==> src/rtl/gametank_cpumem_bridge.sv <==
// gametank_cpumem_bridge
//
// Bridges the GameTank 6502 bus onto a banked SDRAM-style memory port.
// An access in the 16 KB window is extended into a 22-bit byte address with
// the bank register. The CPU is paused while a single read or write strobe
// goes out and the memory latency elapses. The bus is then released for one
// cycle so the CPU can finish the bus cycle.
//
// Parameters
//   LATENCY     cycles from the strobe cycle to valid i_mem_din (1..15)
//   BANK_W      bank register width; BANK_W + 14 must equal 22
//
// Ports
//   i_clk_cpu   CPU clock; all state changes on its rising edge
//   i_reset     synchronous, active-high reset
//   i_ce        SDRAM-window chip enable from the bus control unit
//   i_rnw       CPU read/not-write
//   i_addr      CPU address A13..A0 within the window
//   i_data_in   CPU write data
//   i_bank_we   one-cycle bank register write strobe
//   i_bank_data new bank value
//   o_data_out  read data to the bus control unit (holds last read value)
//   o_pause     CPU stall (combinational)
//   o_mem_addr  SDRAM byte address {bank, addr}
//   o_mem_read  one-cycle read strobe
//   o_mem_write one-cycle write strobe
//   o_mem_dout  SDRAM write data
//   i_mem_din   SDRAM read data, valid LATENCY cycles after the strobe cycle
//   o_bank      current bank register (debug)
//
// state | meaning
// ------+-------------------------------------------------------------------
// IDLE  | waiting for i_ce; captures address/rnw/data when it arrives
// REQ   | strobe cycle: exactly one of o_mem_read / o_mem_write is high
// WAIT  | counting memory latency down; reads latch i_mem_din at count 0
// DONE  | one cycle with o_pause low so the CPU completes its bus cycle

module gametank_cpumem_bridge #(
    parameter int LATENCY = 4,
    parameter int BANK_W  = 8
) (
    input  logic              i_clk_cpu,
    input  logic              i_reset,
    input  logic              i_ce,
    input  logic              i_rnw,
    input  logic [13:0]       i_addr,
    input  logic [7:0]        i_data_in,
    input  logic              i_bank_we,
    input  logic [BANK_W-1:0] i_bank_data,
    output logic [7:0]        o_data_out,
    output logic              o_pause,
    output logic [21:0]       o_mem_addr,
    output logic              o_mem_read,
    output logic              o_mem_write,
    output logic [7:0]        o_mem_dout,
    input  logic [7:0]        i_mem_din,
    output logic [BANK_W-1:0] o_bank
);

    typedef enum logic [1:0] {
        IDLE = 2'd0,
        REQ  = 2'd1,
        WAIT = 2'd2,
        DONE = 2'd3
    } state_t;

    // The counter covers LATENCY-1 = 0..14.
    localparam logic [3:0] CNT_LOAD = 4'(LATENCY - 1);

    state_t            state;
    logic [3:0]        count;
    logic              rnw_q;
    logic [BANK_W-1:0] bank;

    always_ff @(posedge i_clk_cpu) begin
        if (i_reset) begin
            state       <= IDLE;
            count       <= 4'd0;
            rnw_q       <= 1'b1;
            bank        <= '0;
            o_data_out  <= 8'hFF;
            o_mem_addr  <= 22'd0;
            o_mem_dout  <= 8'd0;
            o_mem_read  <= 1'b0;
            o_mem_write <= 1'b0;
        end else begin
            // Strobes are high only in REQ. They are set on the way in and
            // dropped by this default on the way out.
            o_mem_read  <= 1'b0;
            o_mem_write <= 1'b0;

            // The bank updates in any state. A capture in this same cycle
            // still sees the old value, because the write is non-blocking.
            if (i_bank_we) begin
                bank <= i_bank_data;
            end

            case (state)
                IDLE: begin
                    if (i_ce) begin
                        o_mem_addr  <= {bank, i_addr};
                        o_mem_dout  <= i_data_in;
                        rnw_q       <= i_rnw;
                        o_mem_read  <= i_rnw;
                        o_mem_write <= !i_rnw;
                        state       <= REQ;
                    end
                end
                REQ: begin
                    count <= CNT_LOAD;
                    state <= WAIT;
                end
                WAIT: begin
                    if (count == 4'd0) begin
                        if (rnw_q) begin
                            o_data_out <= i_mem_din;
                        end
                        state <= DONE;
                    end else begin
                        count <= count - 4'd1;
                    end
                end
                DONE: begin
                    // i_ce is ignored here. The CPU is still on the old bus
                    // cycle, and honouring i_ce would serve the access twice.
                    state <= IDLE;
                end
                default: begin
                    state <= IDLE;
                end
            endcase
        end
    end

    // This is combinational so the CPU stalls in the same cycle it presents
    // the access. It is gated by reset so a held i_ce cannot stall the core
    // while the bridge is in reset.
    assign o_pause = !i_reset &&
                     (((state == IDLE) && i_ce) || (state == REQ) || (state == WAIT));

    assign o_bank = bank;

endmodule

==> config.mk <==
export PLATFORM = sky130hd
export DESIGN_NAME = gametank_cpumem_bridge
export DESIGN_NICKNAME = d
export VERILOG_FILES = /design/src/rtl/gametank_cpumem_bridge.sv
export SDC_FILE = /design/constraint.sdc
export NUM_CORES = 1
export LEC_CHECK = 0
export ABC_AREA = 1
export BUFFER_PORTS_ARGS = -buffer_cell sky130_fd_sc_hd__buf_4
export CORE_MARGIN = 10
export CORE_UTILIZATION = 45
export CTS_CLUSTER_DIAMETER = 200
export DETAILED_ROUTE_END_ITERATION = 6
export PLACE_DENSITY = 0.78
export SLEW_MARGIN = 25
export SYNTH_ARGS = -nofsm -noshare
export SYNTH_HDL_FRONTEND = slang
export SYNTH_SLANG_ARGS = --single-unit
==> constraint.sdc <==
create_clock -name i_clk_cpu -period 1.52 [get_ports i_clk_cpu]
set_input_delay 0.076 -clock i_clk_cpu [delete_from_list [all_inputs] [get_ports i_clk_cpu]]
set_output_delay 0.076 -clock i_clk_cpu [all_outputs]
set_load 0.01 [all_outputs]
==> impl.org, run 1 <==
** Setup path
- Data on the critical path is required at its endpoint by 1440 ps.
- Worst setup path class :: flip-flop to output pin
- Counting cells, the worst reg-to-reg path comes to 7.
- The slowest stage of the critical path is the sky130_fd_sc_hd__dfxtp_2 cell.
- Critical path's most frequent cell :: sky130_fd_sc_hd__inv_2
- The signal on the critical path passes through inv_2, ha_4, inv_2, a31oi_2, buf_4.
- In this run the critical register-to-register path is launched from state[0].
- Endpoint of the lowest-slack register-to-register path :: o_mem_addr[21]
- Worst reg2reg setup slack :: 120 ps
- The largest single stage delay on the critical path is 350 ps.
- Type of element capturing the critical path :: output pin
- End point of the critical path :: o_pause
- For the worst setup path, the data arrival time is 1340 ps.
- Maximum fanout along the worst path :: 6
- In this run the worst setup path begins at state[0].
- Kind of start point of the critical path :: flip-flop

** Logic synthesis
- Synthesis warning total :: 0
- Count of state elements after synthesis :: 55
- Counting distinct cell types in the post-synthesis netlist gives 18.
- Sequential fraction of the synthesis area :: 0.561
- Post-synthesis compound-gate area fraction :: 0.180
- Largest family of logic cells by synthesized area :: compound AO/OA/AOI/OAI gates
- Share of synthesized area spent on multiplexers :: 0
- Share of synthesized cell area in and, or, nand and nor gates :: 0.152
- Synthesized instance count :: 214
- Of the total synthesized cell area, the portion taken by XOR and XNOR cells is 0.
- When the netlist entered floorplanning its net count stood at 263.
- Cell area after synthesis :: 1960 um^2
- Each instance of the synthesized netlist takes up on average 9.17 um^2.
- Adder and majority cell fraction of the synthesized area :: 0.0383

** STA
- Minimum setup slack in the final design :: 105 ps
- The worst pin sits at a relative slew slack of 0.755.
- On the final layout, the worst clock skew is 4.52 ps.
- Unrepaired setup endpoints after global routing :: false
- The number of max-slew violations in the final report came to 0.
- Final period utilization :: 0.931
- Tightest Pin Transition :: 368 ps
- After layout, the minimum clock period comes to 1410 ps.
- Setup violations remaining at the end of the flow were counted as 0.
- Total Neg Setup Slack :: 0 ps
- FMAX :: 707 MHz
- The count of endpoints failing hold in the final timing report was 0.

** Place
- Timing analysis after detailed placement gives a worst setup slack of 72.3 ps.
- IO buf count :: 91
- After detailed placement, the design holds a cell count of 353.
- Routability Congestion :: 0.770
- Summed over all nets, the half-perimeter wirelength after detailed placement is 4.23 mm.

** Clock tree
- Clock tree synthesis found a total of 55 sinks.
- The root buffer cell chosen for the clock tree is sky130_fd_sc_hd__clkbuf_8.
- The clock reaches the later pin of the worst-skew pair after 300 ps.
- Count of H-tree levels built during CTS :: 2
- Register clock-pin slew on the reported worst setup and hold paths :: 90 ps
- Buffers inserted during clock tree synthesis total 5.
- TritonCTS built the clock tree.
- Largest buffer count on any clock path :: 2

** Pwr
- For this design the static power due to leakage is 0.00151 uW.
- Total power divided by cell area :: 1470 nW/um^2
- Total power for the finished layout comes to 4630 uW.
- VDD sags by at most 862 uV.

** Layout
- Layout cells sized above 1 :: 0.352
- Count of inserted antenna diode cells :: 0
- Summing all multi-input logic gate instances after layout gives 762 um^2.
- Non-filler instance count after layout :: 391
- Area delta synth->final :: 60.9%
- The net count of the finished layout is 390.
- Leaving out fill and tap cells, the most frequent cell in the layout is sky130_fd_sc_hd__buf_4.
- Filler Cells Inserted :: 285
- The sequential cells in the finished layout cover a total of 1100 um^2.
- The library cells used most frequently in the layout, excluding fill and tap cells, are sky130_fd_sc_hd__buf_4, sky130_fd_sc_hd__dfxtp_1, sky130_fd_sc_hd__nand2_1, sky130_fd_sc_hd__dlygate4sd3_1, sky130_fd_sc_hd__a22o_1.

** Floorplan
- Floorplan die width :: 86.0 um
- Effective utilization at floorplan :: 0.477
- FP Rows :: 23
- The floorplan step defined a die boundary enclosing 7400 um^2.
- Pin placement for this block handled 92 I/O pins.
- Die height :: 86.0 um
- The core region is 4120 um^2.

** Detailed routing
- The detailed router finished its first iteration with 114 violations.
- Vias per Instance :: 4.90
- Routed wire per std cell :: 15.3 um
- Total vias in the final route :: 1917
- Final wirelength :: 5.99 mm
- First drt pass iteration count :: 4
- Antenna Violating Nets Remaining :: 0
- Remaining routing DRC violations :: 0

** Job
- Max Cap Violations :: 0

** Worst hold path
- The path class of the tightest hold or removal check is input pin to flip-flop.

** GRT
- Number of antenna violations at the first check in global routing :: 0
- Largest net degree at the start of global routing :: 19
- Vias in the first global route :: 1896
- Total congestion overflow after global routing :: 0
- Overall fraction of global-route tracks in use :: 0.158
- Global-route wire length before repair :: 9.59 mm

** Run status
- The flow ran to the end, and the final reports show no timing, DRC or antenna violations.
==> cells by family after synthesis <==
logic type      count (synthesis)
compound gates                 53
buf+inv                        29
fa+ha+maj                       6
flops                          55
simple gates                   71
==> metrics by stage <==
| step | utilization | cell area (um^2) | hold WS (ps) |
|---|---|---|---|
| 2_1_floorplan | - | 1960 | 145 |
| 4_1_cts | 0.753 | 3100 | 0.733 |
| 3_5_place_dp | 0.657 | 2710 | 266 |
| 5_1_grt | 0.767 | 3160 | 0.670 |
| 3_3_place_gp | 0.657 | 2710 | 266 |
| 6_report | 0.767 | 3160 | 13.2 |
==> metal layers <==
metal	vias to the layer above	share of wire	GRT usage
met1	865	0.42	0.175
met3	8	0.087	0.0615
met2	73	0.48	0.270
met4	0	0.015	0.0494
li1	971	-	-
met5	-	0	0
==> how the worst min path moves through the flow <==
stage | from | to | depth (start not counted)
6_report | i_data_in[0] | o_mem_dout[0] | 2
5_1_grt | i_data_in[0] | o_mem_dout[0] | 2
4_1_cts | i_addr[11] | o_mem_addr[11] | 2
3_5_place_dp | i_rnw | o_mem_write | 2
3_3_place_gp | i_rnw | o_mem_write | 2
2_1_floorplan | i_reset | count[1] | 1
==> final cells by class <==
class / count / area share
clock inverter: 1 / 0.00951
clock buffer: 6 / 0.0230
sequential: 55 / 0.350
tap: 50 / 0.0198
multi-input combinational: 130 / 0.241
timing repair buffer: 126 / 0.328
inverter: 22 / 0.0273
timing repair inverter: 1 / 0.00159
==> registers in the layout, summed over array words and instances (netlist names) <==
name         cells
o_mem_addr      22
o_bank           8
o_data_out       8
o_mem_dout       8
count            4
state            2
o_mem_read       1
o_mem_write      1
rnw_q            1
==> synth_stat cells <==
| library cell | count | share of area |
|---|---|---|
| sky130_fd_sc_hd__inv_1 | 19 | 0.036 |
| sky130_fd_sc_hd__nor2_2 | 1 | 0.0032 |
| sky130_fd_sc_hd__inv_2 | 3 | 0.0057 |
| sky130_fd_sc_hd__clkbuf_1 | 1 | 0.0019 |
| sky130_fd_sc_hd__buf_2 | 3 | 0.0077 |
| sky130_fd_sc_hd__dfxtp_1 | 55 | 0.56 |
| sky130_fd_sc_hd__nand2_1 | 45 | 0.086 |
| sky130_fd_sc_hd__a31oi_1 | 1 | 0.0032 |
| sky130_fd_sc_hd__nor3b_1 | 1 | 0.0038 |
| sky130_fd_sc_hd__buf_6 | 3 | 0.017 |
| sky130_fd_sc_hd__a22o_1 | 23 | 0.10 |
| sky130_fd_sc_hd__nand4_2 | 1 | 0.0064 |
| sky130_fd_sc_hd__a21oi_1 | 13 | 0.033 |
| sky130_fd_sc_hd__nand3_1 | 11 | 0.028 |
| sky130_fd_sc_hd__ha_1 | 6 | 0.038 |
| sky130_fd_sc_hd__nor2_1 | 11 | 0.021 |
| sky130_fd_sc_hd__nand4_1 | 1 | 0.0032 |
| sky130_fd_sc_hd__o21ai_0 | 16 | 0.041 |
==> where the power goes <==
part	switching [uW]	internal, uW	total [uW]
logic	932	857	1790
clock network	437	483	921
registers	179	1750	1930
total	1550	3090	4630
==> worst max-delay path, delay by kind of cell, from the launching register on <==
kind                     cells  cell delay [ps]
flip-flops                   1              350
buffers and inverters        3              320
AO/OA/AOI/OAI                1              200
adder cells (fa/ha/maj)      1              180
==> what timing repair did <==
| item | in CTS | in global routing |
|---|---|---|
| buffers inserted | 0 | 1 |
| gates resized for setup | 2 | 13 |
| endpoints found under the setup margin | 1 | 25 |
| hold buffers | 28 | 1 |
| pin swaps | 0 | 2 |
| endpoints found under the hold margin | 31 | 1 |
| cloned | 0 | 1 |
Note: power is estimated with default switching activity, not from simulation.
==> inputs of run 2 (changes only) <==
- ABC_CLOCK_PERIOD_IN_PS: not set -> 1520
- BUFFER_PORTS_ARGS: -buffer_cell sky130_fd_sc_hd__buf_4 -> -buffer_cell sky130_fd_sc_hd__buf_2
==> run 2 against run 1 <==
Highest routed layer unchanged. Sequential cell count is the same. Clock skew barely moved. Via count down 3.3%.
==> impl.org, run 2 (synthesis gave the netlist of run 1 again) <==
** Clock tree
- Clock tree root driver cell :: sky130_fd_sc_hd__clkbuf_8
- The total number of H-tree levels came to 2 (unchanged).
- The clock latency reported for the late side of the worst-skew pair is 290 ps (about the same).
- The number of buffers created by CTS is 5 (unchanged).
- Clock tree from TritonCTS :: done
- The clock transition at the register clock pins on the worst setup and hold paths after CTS is 90 ps (about the same).
- The number of buffers on the longest clock path came to 2 (unchanged).
- Number of sinks on the clock net :: 55 (unchanged)

** Floorplan
- Top-level port count :: 92 (unchanged)
- The floorplan die height is 86.0 um (unchanged).
- The floorplan die width is 86.0 um (unchanged).
- FP Rows :: 23 (unchanged)
- Overall die area :: 7400 um^2 (unchanged)
- The effective utilization at floorplan came to 0.477 (unchanged).
- Core ar. :: 4120 um^2 (unchanged)

** Layout
- The post-route cell area came to 2830 um^2 (-10%).
- Leaving out fill and tap cells, the most frequent cell in the layout is sky130_fd_sc_hd__buf_2.
- The library cells used most frequently in the layout, excluding fill and tap cells, are sky130_fd_sc_hd__buf_2, sky130_fd_sc_hd__dfxtp_1, sky130_fd_sc_hd__nand2_1, sky130_fd_sc_hd__a22o_1, sky130_fd_sc_hd__dlygate4sd3_1.
- The fraction of layout instances using a drive strength above 1 was 0.356 (+0.00372).
- Number of flip-flops in the largest register :: 22 (unchanged)
- Ranked by flip-flop count, first place goes to o_mem_addr.
- The number of nets at the end of the flow is 378 (-3.1%).
- The antenna diode instance count is 0 (unchanged).
- From synthesis to final layout, the design area changed by 44.2%.

** Detailed routing
- Antenna Violating Nets Remaining :: 0 (unchanged)
- Number of DRC markers after the initial detailed-route iteration :: 66 (-42%)
- The via count of the routed design was 1853 (-3.3%).
- The post-detailed-route via-to-cell ratio came to 4.89 (-0.28%).
- The final wirelength came to 5.65 mm (-5.7%).
- The number of remaining DRC errors is 0 (unchanged).
- Routed wire per std cell :: 14.9 um (-2.7%)
- The first-pass iteration count of the detailed router was 4 (unchanged).

** Setup path
- The required time of the worst setup path is 1440 ps (about the same).
- Arrival time at the worst endpoint :: 1380 ps (+40 ps)
- Type of element capturing the critical path :: output pin
- Maximum fanout along the worst path :: 3 (-3)
- Kind of start point of the critical path :: flip-flop
- Worst setup path class :: flip-flop to output pin

** GRT
- The first-pass GRT wire length was 8.74 mm (-8.9%).
- The number of global-route vias before repair came to 1821 (-4.0%).
- The number of antenna violations at the first check in global routing was 0 (unchanged).
- The aggregate global routing overflow came to 0 (unchanged).
- Overall fraction of global-route tracks in use :: 0.143 (-0.0150)
- The largest net degree at the start of global routing was 31 (+12).

** STA
- The final-report setup violation count was 0 (unchanged).
- The count of endpoints failing hold in the final timing report came to 0 (unchanged).
- The worst hold slack was 7.15 ps (-6.01 ps).
- Final critical path time including I/O delays and setup :: 1460 ps (+45.8 ps)
- Final period utilization :: 0.961 (+0.0301)
- Max-slew violation total from the final report :: 0 (unchanged)
- FMAX :: 685 MHz (-3.1%)
- Tightest Pin Transition :: 369 ps (+1.36 ps)
- The post-route clock skew was 4.61 ps (+0.0966 ps).
- Max_slew headroom :: 0.754 (-0.000908)

** Pwr
- Static Leakage :: 0.00140 uW (-7.5%)
- Relative contribution of combinational cells to total power :: 0.370 (-0.016)
- The switching power share of the total is 0.343 (+0.00865).
- The clock network fraction of design power came to 0.203 (+0.004).
- The worst IR drop on VDD was 748 uV (-13%).
- Sequential fraction of design power :: 0.428 (+0.013)
- Internal cell power :: 2930 uW (-5.1%)
- Total power divided by cell area :: 1570 nW/um^2 (+7.3%)
- The net switching power of the design came to 1530 uW (-1.4%).

** Job
- The total of max-cap violations came to 0 (unchanged).

** Run status
- The flow ran to the end, and the final reports show no timing, DRC or antenna violations.

** Worst hold path
- The worst hold path belongs to the class input pin to flip-flop.

** Place
- IO buf count :: 91 (unchanged)
- Area post-placement :: 2470 um^2 (-8.7%)
- The placer's final routability congestion estimate came to 0.839 (+9.0%).
- HPWL reported at the end of detailed placement :: 4.05 mm (-4.3%)
[run 2: repair_timing]
| item | CTS | global route |
|---|---|---|
| hold buffers | 14 | 4 |
| gates resized for setup | 3 | 13 |
| gates cloned | 0 | 1 |
| hold endpoints to repair | 14 | 4 |
| pin swaps | 0 | 1 |
| endpoints found under the setup margin | 1 | 16 |
| setup buffers | 0 | 1 |
[run 2: final cells by class]
type	count	area, um^2
sequential	55	1100
timing repair inverter	1	7.51
multi-input combinational	130	766
timing repair buffer	114	702
inverter	22	86.3
fill	333	1290
tap	50	62.6
clock buffer	6	72.6
clock inverter	1	30.0
[run 2: path summary, 6_finish.rpt]
check	to	depth (start not counted)	slack, ps	from
min reg2reg	o_mem_addr[18]	2	460	o_mem_addr[18]
max reg2reg	o_mem_addr[12]	7	110	state[0]
max	o_pause	5	60	state[1]
min	o_mem_addr[0]	2	7	i_addr[0]
[run 2: power groups by stage]
stage,Sequential (uW),Combinational [uW],Clock (uW)
6_report,1900,1650,902
5_1_grt,1940,1870,995
4_1_cts,1890,1540,925
3_5_place_dp,1910,1480,0
3_3_place_gp,1910,1440,0
2_1_floorplan,2020,873,0
[run 2: metal layers]
layer / wire length (um) / track usage / vias to the layer above
met2: 2760 / 0.232 / 77
met5: 0 / 0 / -
met1: 2230 / 0.160 / 827
met3: 575 / 0.0653 / 8
met4: 84 / 0.0524 / 0
li1: - / - / 941
[run 2: stage by stage]
step                setup slack (ps)  TNS (ps)  total power (uW)  cells  utilization
floorplan                        305         0              2890    214            -
global placement                 127         0              3350    352        0.600
detailed placement              86.8         0              3400    352        0.600
CTS                             37.2         0              4360    373        0.662
global route                   -26.5     -26.5              4810    379        0.687
finish                          59.7         0              4450    379        0.687
[run 2: worst max-delay path, stage by stage (launching register included)]
cell,delay [ps]
sky130_fd_sc_hd__dfxtp_2,350
sky130_fd_sc_hd__inv_1,100
sky130_fd_sc_hd__ha_2,200
sky130_fd_sc_hd__inv_1,70
sky130_fd_sc_hd__a31oi_2,210
sky130_fd_sc_hd__buf_2,160
